===== src/rtl/fifo_wr_arbiter_pkg.sv =====
// Shared types and defaults for the FIFO write arbiter and its round-robin picker.
package fifo_arb_pkg;

  localparam int unsigned DATA_W_DEF = 16;
  localparam int unsigned NREQ_DEF   = 4;

  typedef enum logic {
    ARB_IDLE,
    ARB_LOCK
  } arb_state_t;

  // Index width for an n-entry vector, never narrower than one bit.
  function automatic int unsigned idx_w(input int unsigned n);
    return (n > 1) ? $clog2(n) : 1;
  endfunction

endpackage


===== src/rtl/fifo_wr_arbiter_if.sv =====
// Producer/FIFO-write-side bundle for fifo_wr_arbiter; master is the arbiter side.
interface fifo_wr_arbiter_if
  import fifo_arb_pkg::*;
#(
  parameter int unsigned NREQ   = NREQ_DEF,
  parameter int unsigned DATA_W = DATA_W_DEF
);

  localparam int unsigned IW = idx_w(NREQ);

  logic [NREQ-1:0]        REQ;
  logic [NREQ*DATA_W-1:0] DIN;
  logic [NREQ-1:0]        ACK;
  logic                   FIFO_WR;
  logic [DATA_W-1:0]      FIFO_DIN;
  logic                   FIFO_FULL;
  logic                   FIFO_OVER;
  logic [IW-1:0]          OWNER;
  logic                   LOCKED;
  logic                   ERR;

  modport master (
    input  REQ, DIN, FIFO_FULL, FIFO_OVER,
    output ACK, FIFO_WR, FIFO_DIN, OWNER, LOCKED, ERR
  );

  modport slave (
    output REQ, DIN, FIFO_FULL, FIFO_OVER,
    input  ACK, FIFO_WR, FIFO_DIN, OWNER, LOCKED, ERR
  );

endinterface


===== src/rtl/fifo_wr_arbiter_rr_pick.sv =====
// rr_pick: combinational rotate-and-find-first; first set bit of req at or after ptr, wrapping.
module rr_pick #(
  parameter int unsigned N = 4,
  parameter int unsigned W = 2
) (
  input  logic [N-1:0] req,
  input  logic [W-1:0] ptr,
  output logic [N-1:0] gnt,
  output logic [W-1:0] idx,
  output logic         valid
);

  always_comb begin
    int unsigned j;
    gnt   = '0;
    idx   = '0;
    valid = 1'b0;
    for (int unsigned off = 0; off < N; off++) begin
      j = (32'(ptr) + off) % N;
      if (!valid && req[W'(j)]) begin
        valid       = 1'b1;
        gnt[W'(j)]  = 1'b1;
        idx         = W'(j);
      end
    end
  end

endmodule


===== src/rtl/fifo_wr_arbiter.sv =====
// Round-robin write arbiter sharing one FIFO write port among NREQ producers.
// Optional burst locking is enabled with the FIFO_ARB_BURST_EN macro.
module fifo_wr_arbiter
  import fifo_arb_pkg::*;
#(
  parameter int unsigned NREQ      = NREQ_DEF,
  parameter int unsigned DATA_W    = DATA_W_DEF,
  parameter int unsigned BURST_LEN = 4
) (
  input logic               CLK,
  input logic               RST,
  fifo_wr_arbiter_if.master bus
);

  localparam int unsigned IW = idx_w(NREQ);

  if (NREQ < 2 || NREQ > 8 || BURST_LEN < 1 || BURST_LEN > 15) begin : g_bad_cfg
    $error("fifo_wr_arbiter: unsupported NREQ or BURST_LEN");
  end

  logic [IW-1:0]     ptr;
  logic [IW-1:0]     owner;
  logic [IW-1:0]     idx;
  logic [IW-1:0]     idx_nxt;
  logic [NREQ-1:0]   search;
  logic [NREQ-1:0]   gnt;
  logic              valid;
  logic              grant;
  logic              err;
  logic [DATA_W-1:0] din_sel;

  rr_pick #(
    .N (NREQ),
    .W (IW)
  ) u_pick (
    .req   (search),
    .ptr   (ptr),
    .gnt   (gnt),
    .idx   (idx),
    .valid (valid)
  );

  // A full FIFO or reset suppresses the grant; pointer and lock state then hold.
  assign grant   = valid & ~bus.FIFO_FULL & ~RST;
  assign idx_nxt = (idx == IW'(NREQ - 1)) ? '0 : idx + 1'b1;

  always_comb begin
    din_sel = '0;
    if (grant) din_sel = bus.DIN[idx*DATA_W +: DATA_W];
  end

  assign bus.ACK      = grant ? gnt : '0;
  assign bus.FIFO_WR  = grant;
  assign bus.FIFO_DIN = din_sel;
  assign bus.OWNER    = owner;
  assign bus.ERR      = err;

  always_ff @(posedge CLK) begin
    if (RST) err <= 1'b0;
    else     err <= err | bus.FIFO_OVER;
  end

`ifdef FIFO_ARB_BURST_EN
  arb_state_t    state;
  logic [3:0]    beats;
  logic          locked;
  logic [IW-1:0] owner_nxt;

  assign owner_nxt  = (owner == IW'(NREQ - 1)) ? '0 : owner + 1'b1;
  assign bus.LOCKED = locked;

  // While locked only the owner is visible to the picker.
  always_comb begin
    search = bus.REQ;
    if (state == ARB_LOCK) begin
      search        = '0;
      search[owner] = bus.REQ[owner];
    end
  end

  always_ff @(posedge CLK) begin
    if (RST) begin
      state  <= ARB_IDLE;
      ptr    <= '0;
      owner  <= '0;
      locked <= 1'b0;
      beats  <= '0;
    end else begin
      case (state)
        ARB_IDLE: begin
          if (grant) begin
            owner <= idx;
            if (BURST_LEN > 1) begin
              state  <= ARB_LOCK;
              locked <= 1'b1;
              beats  <= 4'd1;
            end else begin
              ptr <= idx_nxt;
            end
          end
        end
        ARB_LOCK: begin
          if (!bus.REQ[owner] || (grant && beats == 4'(BURST_LEN - 1))) begin
            state  <= ARB_IDLE;
            locked <= 1'b0;
            beats  <= '0;
            ptr    <= owner_nxt;
          end else if (grant) begin
            beats <= beats + 1'b1;
          end
        end
        default: state <= ARB_IDLE;
      endcase
    end
  end
`else
  assign search     = bus.REQ;
  assign bus.LOCKED = 1'b0;

  always_ff @(posedge CLK) begin
    if (RST) begin
      ptr   <= '0;
      owner <= '0;
    end else if (grant) begin
      ptr   <= idx_nxt;
      owner <= idx;
    end
  end
`endif

endmodule


===== src/flat_wrapper.sv =====
// flat-port wrapper written by rule: the top's interface ports become plain ports
module fifo_wr_arbiter_flat import fifo_arb_pkg::*;
#(
  parameter int unsigned NREQ      = NREQ_DEF,
  parameter int unsigned DATA_W    = DATA_W_DEF,
  parameter int unsigned BURST_LEN = 4
)
  (CLK, RST, bus_REQ, bus_DIN, bus_FIFO_FULL, bus_FIFO_OVER, bus_ACK, bus_FIFO_WR, bus_FIFO_DIN, bus_OWNER, bus_LOCKED, bus_ERR);
  fifo_wr_arbiter_if #(.NREQ(NREQ), .DATA_W(DATA_W)) bus_i ();
  input logic CLK;
  input logic RST;
  input wire logic [$bits(bus_i.REQ)-1:0] bus_REQ;
  input wire logic [$bits(bus_i.DIN)-1:0] bus_DIN;
  input wire logic [$bits(bus_i.FIFO_FULL)-1:0] bus_FIFO_FULL;
  input wire logic [$bits(bus_i.FIFO_OVER)-1:0] bus_FIFO_OVER;
  output wire logic [$bits(bus_i.ACK)-1:0] bus_ACK;
  output wire logic [$bits(bus_i.FIFO_WR)-1:0] bus_FIFO_WR;
  output wire logic [$bits(bus_i.FIFO_DIN)-1:0] bus_FIFO_DIN;
  output wire logic [$bits(bus_i.OWNER)-1:0] bus_OWNER;
  output wire logic [$bits(bus_i.LOCKED)-1:0] bus_LOCKED;
  output wire logic [$bits(bus_i.ERR)-1:0] bus_ERR;
  assign bus_i.REQ = bus_REQ;
  assign bus_i.DIN = bus_DIN;
  assign bus_i.FIFO_FULL = bus_FIFO_FULL;
  assign bus_i.FIFO_OVER = bus_FIFO_OVER;
  assign bus_ACK = bus_i.ACK;
  assign bus_FIFO_WR = bus_i.FIFO_WR;
  assign bus_FIFO_DIN = bus_i.FIFO_DIN;
  assign bus_OWNER = bus_i.OWNER;
  assign bus_LOCKED = bus_i.LOCKED;
  assign bus_ERR = bus_i.ERR;
  fifo_wr_arbiter #(.NREQ(NREQ), .DATA_W(DATA_W), .BURST_LEN(BURST_LEN)) u_core (.CLK(CLK), .RST(RST), .bus(bus_i));
endmodule

===== config.mk =====
export PLATFORM = sky130hd
export DESIGN_NAME = fifo_wr_arbiter_flat
export DESIGN_NICKNAME = d
export VERILOG_FILES = /design/src/rtl/fifo_wr_arbiter_pkg.sv /design/src/rtl/fifo_wr_arbiter_if.sv /design/src/rtl/fifo_wr_arbiter_rr_pick.sv /design/src/rtl/fifo_wr_arbiter.sv /design/src/flat_wrapper.sv
export SDC_FILE = /design/constraint.sdc
export NUM_CORES = 1
export LEC_CHECK = 0
export BUFFER_PORTS_ARGS = -buffer_cell sky130_fd_sc_hd__clkbuf_2
export CORE_ASPECT_RATIO = 1.1
export CORE_MARGIN = 1.5
export CORE_UTILIZATION = 38
export CTS_CLUSTER_DIAMETER = 100
export DETAILED_ROUTE_END_ITERATION = 6
export PLACE_DENSITY = 0.79
export SLEW_MARGIN = 10
export SYNTH_ARGS = -nofsm -noshare
export SYNTH_HDL_FRONTEND = slang
export SYNTH_SLANG_ARGS = --single-unit

===== constraint.sdc =====
create_clock -name CLK -period 4.81 [get_ports CLK]
set_input_delay 0.962 -clock CLK [delete_from_list [all_inputs] [get_ports CLK]]
set_output_delay 0.962 -clock CLK [all_outputs]
set_load 0.02 [all_outputs]

==> results of run 1 <==
Yosys cell counts:
master and instances:
nor2_1 18, nand2b_1 2, ha_1 8, mux2_2 3
nand2_1 9, mux2i_1 34, conb_1 1, o22ai_1 17
xnor2_1 1, mux4_2 2, or2_1 1, buf_6 5
buf_4 1, nand3_2 1, a211o_1 1, or4b_1 1
a2111oi_2 1, a221oi_1 4, o21ai_1 2, dfxtp_1 5
nand4_1 1, a22oi_1 4, nand3b_1 1, or2_2 1
nor2b_1 2, inv_1 3, clkbuf_1 6, or3b_1 1
buf_2 2, a21oi_1 5, a211oi_1 3, or3_1 1
sequential cells by signal (all words and copies together) (netlist names):
signal and count:
u_core.bus.OWNER 2, u_core.ptr 2, u_core.bus.ERR 1
cells by family (layout without fill, tap and decap cells):
group | after synthesis | in the layout
flip-flops | 5 | 5
other | 1 | 1
AND/OR/NAND/NOR | 39 | 39
multiplexers | 39 | 39
adder cells (fa/ha/maj) | 8 | 8
AO/OA/AOI/OAI | 37 | 37
XOR/XNOR | 1 | 1
buffers and inverters | 17 | 105
placed cells by master, fill, tap and decap left out:
master     count
a211o_1        1
nand3b_1       1
clkbuf_4       3
mux2_2         3
or3_1          1
clkbuf_2      95
a221oi_1       4
clkbuf_1       1
nor2b_1        2
a22oi_1        4
nand2_1        9
a211oi_1       3
o21ai_1        2
nor2_1        18
or2_1          1
inv_1          3
or4b_1         1
nand3_2        1
conb_1         1
dfxtp_1        5
xnor2_1        1
o22ai_4        1
a2111oi_2      1
ha_1           8
or3b_1         1
o22ai_1       16
buf_4          3
mux4_2         2
or2_2          1
mux2i_1       34
a21oi_1        5
nand2b_1       2
nand4_1        1
worst max-delay path: cells and delay by family (launching register included):
family | cells | cell delay (ps)
fa+ha+maj | 1 | 500
compound gates | 3 | 730
mux | 2 | 840
buf+inv | 3 | 620
flops | 1 | 320
metrics by stage:
step           instance area [um2]  power (uW)
2_1_floorplan                 1180         329
3_3_place_gp                  1640         393
3_5_place_dp                  1640         396
4_1_cts                       1660         447
5_1_grt                       1660         482
6_report                      1660         445
power by group through the flow:
stage | Combinational, uW | Clock, uW | Sequential (uW)
3_3_place_gp | 342 | 0 | 50.5
6_report | 347 | 48.1 | 49.9
3_5_place_dp | 345 | 0 | 50.6
5_1_grt | 377 | 53.7 | 50.8
4_1_cts | 346 | 50.9 | 49.9
2_1_floorplan | 272 | 0 | 56.3
worst max-delay path by stage:
stage / depth (start not counted) / endpoint / slack [ps] / from
after detailed placement: 8 / bus_FIFO_DIN[1] / 660 / bus_REQ[1]
final: 9 / bus_FIFO_DIN[7] / 580 / u_core.ptr[0]
after global placement: 8 / bus_FIFO_DIN[12] / 690 / bus_REQ[1]
after global routing: 9 / bus_FIFO_DIN[1] / 350 / u_core.ptr[0]
after floorplan: 11 / bus_FIFO_DIN[0] / 890 / u_core.ptr[0]
after CTS: 9 / bus_FIFO_DIN[1] / 580 / u_core.ptr[0]
per-layer routing:
layer | global-route usage | share of wire | vias to the layer above
li1 | - | - | 732
met1 | 0.217 | 0.40 | 636
met2 | 0.343 | 0.54 | 60
met3 | 0.0273 | 0.060 | 0
met4 | 0.0306 | 0 | 0
met5 | 0 | 0 | -
layout make-up:
type                            count  area, um2  area share
Inverter                            3       11.3     0.00677
Timing Repair Buffer               98        498       0.299
Sequential cell                     5        100      0.0602
Clock buffer                        4       26.3      0.0158
Multi-Input combinational cell    125        986       0.592
Tap cell                           34       42.5      0.0256
==> flow_summary.yaml, run 1 <==
outcome:
  status: "complete, no violations"
min_path:
  hold_path_depth: 2
  min_from: "u_core.bus.OWNER[0]"
  worstHoldEndpoint: "u_core.bus.OWNER[0]"
  hold_path.class: "reg2reg"
yosys:
  synthDominantCellAreaShare: 0.288
  ys_seq_area_frac: 0.0848
  yosysUniqueCellTypes: 32
  synth_compound_area_frac: 0.214
  yosys.area.top_type: "mux2i_1"
  syn_area_per_cell_um2: 8.03
  synthSimpleGateAreaFrac: 0.159
  yosys_warnings: 0
  synth_top_family_by_area: "multiplexers"
  synth-xor-area-share: 0.00742
  ys_seq_elements: 5
  syn-instance-count: 147
  synthMuxAreaShare: 0.355
  syn_nets: 227
  synthTopCellsByArea: "mux2i_1 29%, o22ai_1 9.0%, dfxtp_1 8.5%"
  synth_fa_ha_area_frac: 0.0848
  syn-cell-area_um2: 1180
global_route:
  grt_overflow: 0
  track_usage: 0.179
  grt_pass1_vias: 1175
  grt_pass1_wl_um: 5000
  grt_max_degree: 35
  grt_antenna_before_repair: 0
setup_path:
  crit_arrival_ps: 3270
  crit_type: "reg2out"
  cp_max_fo: 34
  crit_path_top_delay_cell: "mux4_2"
  reg2reg_depth: 8
  r2r-start: "u_core.ptr[0]"
  end_kind: "output pin"
  crit_path_cell_trace: "inv_1 -> ha_1 -> mux4_2 -> a2111oi_2 -> o22ai_4 -> buf_4 -> mux2i_1 -> o22ai_1 -> clkbuf_2"
  crit_path_start_kind: "flop"
  regToRegEndpoint: "u_core.ptr[1]"
  critical_path_required_ps: 3850
  ff2ff_setup_slack_ps: 1950
  cpPeakStageDelay_ps: 640
timing:
  setup_violations: 0
  hold_slack_ps: 439
  period_share: 0.880
  tightest_slew_ps: 598
  maxSlewHeadroom: 0.602
  tns_ps: 0
  drv_slew: 0
  rsz0062_at_grt: "false"
  period_minus_slack_ps: 4230
  max_clock_freq_ghz: 0.236
  fin_skew_ps: 0.125
  hold_viol: 0
  postLayoutSetupSlackWorst_ps: 576
floorplanning:
  dieArea_um2: 3450
  coreArea_um2: 3000
  start_util: 0.394
  num_rows: 21
  fp.dieW_um: 56.1
  num_io_pins: 97
  die-height_um: 61.4
cells_and_area:
  final_nets: 316
  drive_above_1_share: 0.468
  stdcell_count: 269
  fin_util: 0.556
  diodes: 0
  areaGrowthSynthToFinish_pct: 41.0
  nFillCells: 326
routing:
  drcViolationCount: 0
  viasPerCell: 5.31
  dr.pass1.iters: 4
  initialDrtViolationCount: 50
  vias: 1428
  finalWirelength_um: 3390
  wl_per_cell_um: 12.6
  drtAntennaViolNets: 0
flow_run:
  drv_cap: 0
power_and_ir_drop:
  power_frac_seq: 0.112
  switching_share: 0.475
  clkPwrFrac: 0.108
  power_switching_uw: 211
  p_per_area_nw_per_um2: 268
  peakVddDrop_mv: 0.193
  p_comb_frac: 0.780
  internal-power_uw: 234
  p_leak_uw: 0.000987
clock_tree:
  clock-sinks: 5
  cts_buffer_depth: 2
  holdBufCountCts: 0
  cts_max_level: 1
  cts_buffers: 3
  postCtsSetupRepairBufs: 0
  cts_resized: 0
  cts-root-buf: "clkbuf_4"
  clk_latency_ps: 240
  cts_tree: "built"
  path_clk_slew_ps: 40
placed_design:
  port-buffer-count: 95
  placed_cells: 265
  gp_congestion: 0.797
  hpwlAfterDp_um: 2760
  dp_slack_ps: 665
Note: power is estimated with default switching activity, not from simulation.
==> run 2, diff against run 1 <==
--- a/config.mk
+++ b/config.mk
@@ -8,10 +8,9 @@
 export BUFFER_PORTS_ARGS = -buffer_cell sky130_fd_sc_hd__clkbuf_2
 export CORE_ASPECT_RATIO = 1.1
 export CORE_MARGIN = 1.5
-export CORE_UTILIZATION = 38
+export CORE_UTILIZATION = 25
 export CTS_CLUSTER_DIAMETER = 100
 export DETAILED_ROUTE_END_ITERATION = 6
-export PLACE_DENSITY = 0.79
 export SLEW_MARGIN = 10
 export SYNTH_ARGS = -nofsm -noshare
 export SYNTH_HDL_FRONTEND = slang
==> run 2 against run 1 <==
Total power rose by 6.4%. Combinational power hardly changed. Cell area up 2.8%. Via count decreased by 2.5%. Core utilization decreased by 18 points. Routed wire length shrank 1.3%. Final cell count up 8.2%. Worst hold slack improved by 7.7 ps. Clock skew about the same. Sequential share of layout area shrank 0.16 points. Register-to-register slack barely moved.
==> flow_summary.yaml, run 2 (same netlist as run 1, synthesis figures left out) <==
routing:
  initialDrtViolationCount: 20
  topRoutingLayerUsed: "met3"
  drtAntennaViolNets: 0
  wl_per_cell_um: 11.5
  met1_length_um: 1410
  dr_wl_met2_um: 1700
  met3_length_um: 237
  drcViolationCount: 0
  viasPerCell: 4.78
  vias: 1392
  finalWirelength_um: 3350
  dr.pass1.iters: 4
cells_and_area:
  stdcell_count: 291
  areaGrowthSynthToFinish_pct: 45.0
  nFillCells: 472
  drive_above_1_share: 0.468
  final_nets: 316
  mostFrequentLayoutCells: "95 x clkbuf_2, 34 x mux2i_1, 18 x nor2_1, 16 x o22ai_1, 9 x nand2_1"
  final_area_um2: 1710
  diodes: 0
  final_common_cell: "clkbuf_2"
floorplanning:
  start_util: 0.257
  die-height_um: 75.1
  dieArea_um2: 5140
  num_rows: 26
  num_io_pins: 97
  fp.dieW_um: 68.5
  coreArea_um2: 4590
timing:
  tightest_slew_ps: 1120
  hold_slack_ps: 446
  period_minus_slack_ps: 4360
  max_clock_freq_ghz: 0.229
  tns_ps: 0
  hold_viol: 0
  drv_slew: 0
  maxSlewHeadroom: 0.251
  rsz0062_at_grt: "false"
  period_share: 0.907
  setup_violations: 0
  fin_skew_ps: 0.577
clock_tree:
  cts_buffers: 3
  cts_resized: 0
  cts-root-buf: "clkbuf_8"
  holdBufCountCts: 0
  cts_max_level: 1
  postCtsSetupRepairBufs: 0
  cts_tree: "built"
  clk_latency_ps: 220
  clock-sinks: 5
  cts_buffer_depth: 2
  path_clk_slew_ps: 30
setup_path:
  cpPeakStageDelay_ps: 640
  r2r-start: "u_core.ptr[0]"
  crit_path_start_kind: "flop"
  regToRegEndpoint: "u_core.ptr[1]"
  crit_type: "reg2out"
  end_kind: "output pin"
  crit_path_cell_trace: "inv_1 -> ha_1 -> mux4_2 -> a2111oi_2 -> o22ai_4 -> buf_4 -> mux2i_1 -> o22ai_1 -> clkbuf_2"
  crit_path_top_delay_cell: "mux4_2"
  crit_arrival_ps: 3400
  cp_max_fo: 29
  path_buf_inv: 3
  ff2ff_setup_slack_ps: 1960
  crit_family: "compound AO/OA/AOI/OAI gates"
  critical_path_required_ps: 3850
  reg2reg_depth: 7
power_and_ir_drop:
  power_frac_seq: 0.106
  p_leak_uw: 0.000995
  power_switching_uw: 212
  peakVddDrop_mv: 0.0903
  internal-power_uw: 262
  p_comb_frac: 0.734
  clkPwrFrac: 0.161
  p_per_area_nw_per_um2: 277
  switching_share: 0.447
global_route:
  grt_max_degree: 30
  grt_antenna_before_repair: 0
  grt_pass1_vias: 1288
  grt_overflow: 0
  grt_pass1_wl_um: 5330
  track_usage: 0.129
flow_run:
  drv_cap: 0
min_path:
  hold_path_depth: 2
  min_from: "u_core.bus.OWNER[0]"
  worstHoldEndpoint: "u_core.bus.OWNER[0]"
  hold_path.class: "reg2reg"
placed_design:
  gp_congestion: 0.776
  placed_area_um2: 1670
  hpwlAfterDp_um: 2790
  placed_cells: 287
  port-buffer-count: 95
outcome:
  status: "complete, no violations"
[run 2: per-layer routing]
| layer | up-vias | track usage |
|---|---|---|
| met1 | 602 | 0.160 |
| met2 | 66 | 0.235 |
| met5 | - | 0 |
| li1 | 724 | - |
| met4 | 0 | 0.0200 |
| met3 | 0 | 0.0194 |
[run 2: final cells by class]
type / instances / area, um2 / share of cell area
Multi-Input combinational cell: 125 / 986 / 0.576
Inverter: 3 / 11.3 / 0.00658
Timing Repair Buffer: 98 / 498 / 0.291
Tap cell: 56 / 70.1 / 0.0410
Sequential cell: 5 / 100 / 0.0585
Clock buffer: 4 / 45.0 / 0.0263
[run 2: worst max-delay path by stage]
stage                   from          endpoint  slack (ps)  depth (start not counted)
5_1_grt        u_core.ptr[0]  bus_FIFO_DIN[15]         200                          9
3_5_place_dp      bus_REQ[2]  bus_FIFO_DIN[15]         460                          9
3_3_place_gp      bus_REQ[1]  bus_FIFO_DIN[15]         520                          8
4_1_cts        u_core.ptr[0]  bus_FIFO_DIN[15]         430                          9
6_report       u_core.ptr[0]  bus_FIFO_DIN[15]         450                          9
2_1_floorplan  u_core.ptr[0]   bus_FIFO_DIN[0]         890                         11
[run 2: metrics by stage]
stage | util | worst slack (ps) | power [uW]
3_5_place_dp | 0.363 | 456 | 401
5_1_grt | 0.373 | 195 | 516
4_1_cts | 0.373 | 432 | 478
2_1_floorplan | - | 890 | 329
6_report | 0.373 | 447 | 474
3_3_place_gp | 0.363 | 516 | 398
[run 2: worst min-delay path, cell delays in order, from the launching register on]
cell     delay, ps
dfxtp_1        300
nand2_1         50
nand2_1         40
[run 2: power by group through the flow]
stage	combinational [uW]	sequential, uW	clock [uW]
6_report	348	50.1	76.2
3_5_place_dp	350	50.7	0
5_1_grt	384	51.3	80.4
4_1_cts	351	50.2	77.1
3_3_place_gp	348	50.7	0
2_1_floorplan	272	56.3	0
